File: src/rtl/usr_frame_shifter_if.sv
// Parallel/serial bus between a controlling FSM (master) and usr_frame_shifter (slave).
// Carries manual-mode controls, frame start, serial/parallel data and frame status.
interface usr_frame_shifter_if #(
  parameter int WIDTH = 8
);
  localparam int CNT_W = $clog2(WIDTH + 1);

  logic             en;
  logic [2:0]       mode;
  logic             start;
  logic             s_in;
  logic [WIDTH-1:0] p_in;
  logic             s_out;
  logic [WIDTH-1:0] p_out;
  logic             busy;
  logic             done;
  logic [CNT_W-1:0] bit_cnt;

  modport master (
    output en, mode, start, s_in, p_in,
    input  s_out, p_out, busy, done, bit_cnt
  );

  modport slave (
    input  en, mode, start, s_in, p_in,
    output s_out, p_out, busy, done, bit_cnt
  );
endinterface

File: src/rtl/usr_frame_shifter.sv
// Universal shift register with a WIDTH-cycle full-duplex framing engine; updates one edge after inputs,
// en=0 stalls all state. Defining USR_LSB_FIRST_EN switches framing to LSB-first (shift right, s_out=LSB).
module usr_frame_shifter #(
  parameter int WIDTH = 8
) (
  input  logic               clk,
  input  logic               rst_n,
  usr_frame_shifter_if.slave bus
);
  localparam int CNT_W = $clog2(WIDTH + 1);

  typedef enum logic [1:0] {
    IDLE  = 2'd0,
    SHIFT = 2'd1,
    DONE  = 2'd2
  } state_t;

  state_t           state_q, state_d;
  logic [WIDTH-1:0] shreg_q, shreg_d;
  logic [CNT_W-1:0] cnt_q, cnt_d;

  always_ff @(posedge clk or negedge rst_n) begin
    if (!rst_n) begin
      state_q <= IDLE;
      shreg_q <= '0;
      cnt_q   <= '0;
    end else begin
      state_q <= state_d;
      shreg_q <= shreg_d;
      cnt_q   <= cnt_d;
    end
  end

  always_comb begin
    state_d = state_q;
    shreg_d = shreg_q;
    cnt_d   = cnt_q;
    if (bus.en) begin
      case (state_q)
        SHIFT: begin
`ifdef USR_LSB_FIRST_EN
          shreg_d = {bus.s_in, shreg_q[WIDTH-1:1]};
`else
          shreg_d = {shreg_q[WIDTH-2:0], bus.s_in};
`endif
          cnt_d = cnt_q + CNT_W'(1);
          if (cnt_q == CNT_W'(WIDTH - 1)) begin
            state_d = DONE;
          end
        end
        // IDLE, DONE and any unreachable encoding: start wins over manual mode
        default: begin
          if (bus.start) begin
            shreg_d = bus.p_in;
            cnt_d   = '0;
            state_d = SHIFT;
          end else begin
            state_d = IDLE;
            case (bus.mode)
              3'b001:  shreg_d = {shreg_q[WIDTH-2:0], bus.s_in};
              3'b010:  shreg_d = {bus.s_in, shreg_q[WIDTH-1:1]};
              3'b011:  shreg_d = bus.p_in;
              3'b100:  shreg_d = {shreg_q[WIDTH-2:0], shreg_q[WIDTH-1]};
              3'b101:  shreg_d = {shreg_q[0], shreg_q[WIDTH-1:1]};
              3'b110:  shreg_d = {shreg_q[WIDTH-1], shreg_q[WIDTH-1:1]};
              3'b111:  shreg_d = '0;
              default: shreg_d = shreg_q;
            endcase
          end
        end
      endcase
    end
  end

`ifdef USR_LSB_FIRST_EN
  assign bus.s_out = shreg_q[0];
`else
  assign bus.s_out = shreg_q[WIDTH-1];
`endif
  assign bus.p_out   = shreg_q;
  assign bus.busy    = (state_q == SHIFT);
  assign bus.done    = (state_q == DONE);
  assign bus.bit_cnt = cnt_q;
endmodule

File: src/flat_wrapper.sv
// flat-port wrapper written by rule: the top's interface ports become plain ports
module usr_frame_shifter_flat 
#(
  parameter int WIDTH = 8
)
  (clk, rst_n, bus_en, bus_mode, bus_start, bus_s_in, bus_p_in, bus_s_out, bus_p_out, bus_busy, bus_done, bus_bit_cnt);
  usr_frame_shifter_if #(.WIDTH(WIDTH)) bus_i ();
  input  logic clk;
  input  logic rst_n;
  input wire logic [$bits(bus_i.en)-1:0] bus_en;
  input wire logic [$bits(bus_i.mode)-1:0] bus_mode;
  input wire logic [$bits(bus_i.start)-1:0] bus_start;
  input wire logic [$bits(bus_i.s_in)-1:0] bus_s_in;
  input wire logic [$bits(bus_i.p_in)-1:0] bus_p_in;
  output wire logic [$bits(bus_i.s_out)-1:0] bus_s_out;
  output wire logic [$bits(bus_i.p_out)-1:0] bus_p_out;
  output wire logic [$bits(bus_i.busy)-1:0] bus_busy;
  output wire logic [$bits(bus_i.done)-1:0] bus_done;
  output wire logic [$bits(bus_i.bit_cnt)-1:0] bus_bit_cnt;
  assign bus_i.en = bus_en;
  assign bus_i.mode = bus_mode;
  assign bus_i.start = bus_start;
  assign bus_i.s_in = bus_s_in;
  assign bus_i.p_in = bus_p_in;
  assign bus_s_out = bus_i.s_out;
  assign bus_p_out = bus_i.p_out;
  assign bus_busy = bus_i.busy;
  assign bus_done = bus_i.done;
  assign bus_bit_cnt = bus_i.bit_cnt;
  usr_frame_shifter #(.WIDTH(WIDTH)) u_core (.clk(clk), .rst_n(rst_n), .bus(bus_i));
endmodule
File: config.mk
export PLATFORM = sky130hd
export DESIGN_NAME = usr_frame_shifter_flat
export DESIGN_NICKNAME = d
export VERILOG_FILES = /design/src/rtl/usr_frame_shifter_if.sv /design/src/rtl/usr_frame_shifter.sv /design/src/flat_wrapper.sv
export SDC_FILE = /design/constraint.sdc
export NUM_CORES = 1
export LEC_CHECK = 0
export BUFFER_PORTS_ARGS = -buffer_cell sky130_fd_sc_hd__buf_4
export CORE_ASPECT_RATIO = 0.75
export CORE_MARGIN = 3
export CORE_UTILIZATION = 51
export DETAILED_ROUTE_END_ITERATION = 10
export GPL_ROUTABILITY_DRIVEN = 0
export PLACE_DENSITY = 0.78
export SYNTH_ARGS = -nofsm -noshare
export SYNTH_HDL_FRONTEND = slang
export SYNTH_SLANG_ARGS = --single-unit
File: constraint.sdc
create_clock -name clk -period 1.6 [get_ports clk]
set_input_delay 0.24 -clock clk [delete_from_list [all_inputs] [get_ports clk]]
set_output_delay 0.24 -clock clk [all_outputs]
set_load 0.1 [all_outputs]
==> flow_summary.yaml, run 1 <==
outcome:
  run_status: "finished clean"
yosys:
  postSynthCellCount: 138
  netlist-cell-type-count: 44
  synth-compound-area-share_pct: 34.0
  yosys.area_share.adder_pct: 1.12
  synthesis_stage_register_bit_count: 14
  synth_top_family_by_area: "compound AO/OA/AOI/OAI gates"
  synth_sequential_area_ratio_pct: 31.4
  synth_fp_nets: 155
  yosys.area_share.xor_xnor_pct: 0.785
  synthSimpleGateAreaFrac_pct: 21.2
  count_of_flip_flops_with_a_built_in_enable_after_synthesis: 0
  post_synth_instance_area_sq_mm: 0.00112
  synthMuxAreaShare_pct: 2.80
  most_used_flip_flop_cell_after_synthesis: "dfrtp_1"
  synth-warning-count: 0
  synthesis.area_per_instance_sq_um: 8.09
  synthArstFlopShare_pct: 100
pwr:
  pwr_per_cell_area_mw_per_mm2: 2210
  power.ir.vdd_worst_v: 0.00193
  total_power_mw: 3.12
  power.static_leakage_nw: 0.621
timing:
  fin_skew_ns: 0.00459
  final_hold_slack_ns: 0.245
  drv_slew: 0
  hold_viol: 0
  setup_tns_ns: 0
  setup_repair_after_global_routing_missed_its_margin: "no"
  achievable-frequency_ghz: 0.661
  time_the_worst_path_needs_with_i_o_delays_and_setup_ns: 1.51
  report.final.setup_viol: 0
  final_critical_path_setup_slack_ns: 0.0865
  fin_crit_sh_pct: 94.6
  relSlewSlack_pct: 77.9
  tightest_slew_ns: 0.328
clock_tree:
  cts.repair_timing.setup_buffer_count: 0
  clock_insertion_delay_worst_skew_ns: 0.29
  h-tree-depth: 1
  clockRootBuffer: "clkbuf_4"
  clk_transition_reported_paths_ns: 0.09
  clk_path_buf_depth: 2
  cts_num_sinks: 14
  cts-buffers-inserted: 3
  cts_tree: "built"
drt:
  avgRoutedWirePerCell_um: 16.3
  vias_per_cell: 6.25
  wirelength_um: 3060
  postRouteAntennaNets: 0
  drc: 0
  via_count: 1169
  drt_iter0_drc: 62
  drt_pass1_iterations: 4
cells_and_area:
  fin_util_pct: 74.9
  layout.cell_area.non_filler_sq_mm: 0.00141
  design.final.nets: 183
  nFillCells: 149
  area.growth.synth_to_final_pct: 26.6
  final_layout_size_suffix_gt1_share_pct: 34.5
  insertedDiodeCount: 0
  most_frequent_standard_cell_in_the_layout_excluding_fill_and_tap_cells: "buf_4"
  layout.cells.most_common_list: "33 x buf_4, 11 x nand2_1, 10 x o21ai_0, 10 x nor2_1, 10 x dfrtp_2"
  layout.cells.non_filler: 187
worst_hold_path:
  hold_path.class: "input pin to flip-flop"
  worstHoldPathCells: 3
grt:
  grt_pass1_wl_um: 4990
  vias_in_the_first_global_route: 1061
  grt_antenna_before_repair: 0
  grt_remaining_overflow: 0
  use_met2_pct: 36.6
  gr_usage_total_pct: 24.5
  globalRouteMet1Util_pct: 33.5
  maximum_number_of_pins_on_one_net_before_global_route_repair: 18
  global_route.usage.met3_pct: 7.00
  global_route.peak_usage_layer: "met2"
critical_path:
  cpMaxStageDelayCell: "dfrtp_1"
  critical_path_peak_fanout: 12
  rr_worst_depth: 5
  start_kind: "flip-flop"
  cp_data_required_time_ns: 1.36
  critical-path-max-stage-delay_ns: 0.41
  timing.critical_path.arrival_ns: 1.27
  worstSetupPathType: "flip-flop to output pin"
  critical_path_depth: 3
  critical_path_buffer_and_inverter_count: 2
  critPathTopFamily: "flip-flops"
  crit_path_cell_trace: "nand2b_2, clkinv_4, buf_12"
  worst_setup_path_end_kind: "output pin"
placed_design:
  port_buf_inserts: 30
  numPlacedInstances: 182
  post-place-ws_ns: 0.0777
  post_dp_cell_area_sq_mm: 0.00134
  place.detailed.hpwl_um: 2170
floorplanning:
  fp_rows: 13
  floorplan.die.height_um: 46.5
  num_io_pins: 31
  die_width_um: 60.0
  floorplan.die_area_sq_mm: 0.00279
  core-area_sq_mm: 0.00189
  initial_core_utilization_pct: 59.2
job:
  max_cap_viol_count: 0
worst reg2reg max path: stages (launching register included):
cell	delay [ns]
dfrtp_1	0.39
nand2b_2	0.21
clkinv_4	0.15
nor2_1	0.30
o311ai_1	0.17
a41oi_1	0.20
logic make-up after synthesis:
family	Yosys count
simple gates	46
flops	14
fa+ha+maj	1
buf+inv	18
xor+xnor	1
compound gates	55
mux	3
power by group:
group / internal, mW / switching (mW)
registers: 0.518 / 0.211
logic: 0.543 / 1.58
clock network: 0.139 / 0.130
layout make-up:
type	instances	area, sq um	share of cell area (%)
Clock buffer	4	36.3	2.57
Inverter	6	27.5	1.95
Multi-Input combinational cell	106	681	48.2
Sequential cell	14	363	25.7
Tap cell	22	27.5	1.95
Timing Repair Buffer	35	278	19.7
worst paths after layout:
kind | startpoint | endpoint | slack [ns]
worst max register to register | u_core.state_q[1] | u_core.bus.p_out[0] | 0.11
min in group asynchronous | rst_n | u_core.bus.bit_cnt[0] | 0.34
worst max-delay path | u_core.state_q[1] | bus_busy | 0.09
worst min-delay path | bus_en | u_core.bus.bit_cnt[0] | 0.25
worst min register to register | u_core.bus.bit_cnt[0] | u_core.bus.bit_cnt[0] | 0.52
max in group asynchronous | rst_n | u_core.bus.p_out[0] | 1.07
cell usage after synthesis (2+ instances only):
| library cell | n | share of area, % |
|---|---|---|
| a211oi_1 | 2 | 1.3 |
| clkbuf_1 | 2 | 0.67 |
| inv_1 | 4 | 1.3 |
| buf_2 | 6 | 2.7 |
| and3_1 | 9 | 5.0 |
| a221o_1 | 2 | 1.8 |
| buf_6 | 2 | 2.0 |
| nand2_1 | 11 | 3.7 |
| o31ai_1 | 3 | 2.0 |
| nand3_1 | 5 | 2.2 |
| nor2_1 | 10 | 3.4 |
| nor2b_1 | 2 | 1.1 |
| dfrtp_1 | 14 | 31 |
| o22ai_1 | 4 | 2.2 |
| a21oi_1 | 9 | 4.0 |
| a211o_1 | 2 | 1.6 |
| mux2i_1 | 2 | 1.8 |
| a31oi_1 | 6 | 3.4 |
| a32oi_1 | 2 | 1.6 |
| o21ai_0 | 10 | 4.5 |
| nand2b_1 | 4 | 2.2 |
| o21ai_1 | 4 | 1.8 |
| nand2b_2 | 2 | 1.6 |
registers in the layout, summed over array words and instances, names as in the netlist:
name and count:
u_core.bus.p_out 8, u_core.bus.bit_cnt 4, u_core.state_q 2
metal layers:
metal  vias up  routed length (um)  part of all wire [%]
li1        575                   -                     -
met4         0                   9                  0.29
met5         -                   0                     0
met2        50                1310                    43
met1       542                1480                    48
met3         2                 257                   8.4
timing repair:
action / CTS / global route
hold endpoints to repair: 14 / 0
pin swaps: 0 / 0
setup endpoints to repair: 1 / 8
gates resized for setup: 3 / 5
hold buffers: 1 / 0
(Power assumes the default switching activity.)
==> run 2, diff against run 1 <==
--- a/config.mk
+++ b/config.mk
@@ -6,12 +6,14 @@
 export NUM_CORES = 1
 export LEC_CHECK = 0
 export BUFFER_PORTS_ARGS = -buffer_cell sky130_fd_sc_hd__buf_4
+export CAP_MARGIN = 0
 export CORE_ASPECT_RATIO = 0.75
 export CORE_MARGIN = 3
 export CORE_UTILIZATION = 51
 export DETAILED_ROUTE_END_ITERATION = 10
 export GPL_ROUTABILITY_DRIVEN = 0
 export PLACE_DENSITY = 0.78
+export RECOVER_POWER = 100
 export SYNTH_ARGS = -nofsm -noshare
 export SYNTH_HDL_FRONTEND = slang
 export SYNTH_SLANG_ARGS = --single-unit
==> flow_summary.yaml, run 2 (same netlist as run 1, synthesis figures left out) <==
timing:
  setup_repair_after_global_routing_missed_its_margin: "no"
  achievable-frequency_ghz: 0.660
  hold_viol: 0
  setup_tns_ns: 0
  fin_skew_ns: 0.00467
  drv_slew: 0
  tightest_slew_ns: 0.797
  relSlewSlack_pct: 46.8
  report.final.setup_viol: 0
  fin_crit_sh_pct: 94.6
  final_critical_path_setup_slack_ns: 0.0860
  final_hold_slack_ns: 0.241
  time_the_worst_path_needs_with_i_o_delays_and_setup_ns: 1.51
cells_and_area:
  area.growth.synth_to_final_pct: 23.0
  multi_input_comb_area_sq_um: 681
  layout.cells.most_common_list: "17 x buf_4, 13 x clkbuf_2, 11 x nand2_1, 11 x o21ai_0"
  largest_reg_flops: 8
  most_frequent_standard_cell_in_the_layout_excluding_fill_and_tap_cells: "buf_4"
  layout.cell_area.non_filler_sq_mm: 0.00137
  nFillCells: 157
  final_layout_size_suffix_gt1_share_pct: 33.3
  insertedDiodeCount: 0
  design.final.nets: 183
  final-seq-area_sq_um: 363
critical_path:
  timing.critical_path.arrival_ns: 1.27
  crit_path_cell_trace: "nand2b_2, clkinv_4, buf_12"
  cpMaxStageDelayCell: "dfrtp_1"
  rr_worst_depth: 5
  worstSetupPathType: "flip-flop to output pin"
  critical-path-max-stage-delay_ns: 0.41
  setup.worst_path.start: "u_core.state_q[1]"
  worst_setup_path_end_kind: "output pin"
  cp_data_required_time_ns: 1.36
  start_kind: "flip-flop"
  r2r_start: "u_core.state_q[1]"
  critical_path_peak_fanout: 12
grt:
  grt_antenna_before_repair: 0
  grt_pass1_wl_um: 4990
  maximum_number_of_pins_on_one_net_before_global_route_repair: 18
  gr_usage_total_pct: 24.5
  grt_remaining_overflow: 0
  vias_in_the_first_global_route: 1061
drt:
  via_count: 1167
  wirelength_um: 3040
  vias_per_cell: 6.24
  drc: 0
  drt_iter0_drc: 70
  postRouteAntennaNets: 0
  drt_pass1_iterations: 4
  avgRoutedWirePerCell_um: 16.2
clock_tree:
  cts_tree: "built"
  clockRootBuffer: "clkbuf_4"
  cts-buffers-inserted: 3
  clk_transition_reported_paths_ns: 0.10
  h-tree-depth: 1
  clk_path_buf_depth: 2
  cts.repair_timing.setup_buffer_count: 0
  clock_insertion_delay_worst_skew_ns: 0.29
  cts_num_sinks: 14
pwr:
  power.static_leakage_nw: 0.606
  pwr_per_cell_area_mw_per_mm2: 2200
  power.ir.vdd_worst_v: 0.00181
  sw_frac_of_total_pct: 63.4
  comb_power_share_pct: 66.9
  p_seq_share_pct: 24.1
  p_sw_mw: 1.92
  pwr-share-clk_pct: 9.0
  total_power_mw: 3.02
  power.internal_mw: 1.11
placed_design:
  post_dp_cell_area_sq_mm: 0.00134
  post-place-ws_ns: 0.0777
  port_buf_inserts: 30
  place.detailed.hpwl_um: 2170
floorplanning:
  initial_core_utilization_pct: 59.2
  die_width_um: 60.0
  core-area_sq_mm: 0.00189
  fp_rows: 13
  floorplan.die.height_um: 46.5
  floorplan.die_area_sq_mm: 0.00279
  num_io_pins: 31
outcome:
  run_status: "finished clean"
worst_hold_path:
  worstHoldPathCells: 3
  worst_hold_startpoint: "bus_en"
  hold_path.class: "input pin to flip-flop"
job:
  max_cap_viol_count: 0
==> run 2: final cells by class <==
cell class | instances | share of cell area [%]
Inverter | 6 | 2.01
Clock buffer | 4 | 2.64
Sequential cell | 14 | 26.4
Timing Repair Buffer | 35 | 17.3
Tap cell | 22 | 2.01
Multi-Input combinational cell | 106 | 49.6
==> run 2: worst max-delay path, delay by kind of cell (launching register included) <==
kind	cells	cell delay (ns)
buf+inv	2	0.32
simple gates	1	0.25
flops	1	0.41
==> run 2: power by group through the flow <==
stage | Clock [mW] | Combinational, mW | Sequential, mW
final | 0.272 | 2.02 | 0.729
after global routing | 0.292 | 2.13 | 0.758
after CTS | 0.277 | 2.10 | 0.727
after detailed placement | 0 | 2.07 | 0.734
after global placement | 0 | 2.05 | 0.727
after floorplan | 0 | 0.730 | 1.63
==> run 2: per-stage QoR <==
step                instances  utilization (%)
floorplan                 138                -
global placement          182             71.0
detailed placement        182             71.0
CTS                       187             73.9
global route              187             72.7
finish                    187             72.7
==> run 2: repair_timing <==
action,4_1_cts,5_1_grt
hold buffers,1,0
endpoints found under the setup margin,1,8
pin swaps,0,0
endpoints found under the hold margin,14,0
resized for setup,3,5
==> run 2: final timing paths <==
kind	end	slack (ns)
max in group asynchronous	u_core.bus.p_out[0]	0.50
worst max register to register	u_core.bus.p_out[0]	0.14
min in group asynchronous	u_core.bus.p_out[6]	0.55
worst min-delay path	u_core.bus.bit_cnt[0]	0.24
worst max-delay path	bus_busy	0.09
worst min register to register	u_core.bus.bit_cnt[0]	0.52
==> run 2: metal layers <==
layer | track usage (%) | routed length, um
met4 | 8.85 | 28
met1 | 33.5 | 1460
met3 | 7.00 | 231
met5 | 0 | 0
met2 | 36.6 | 1320
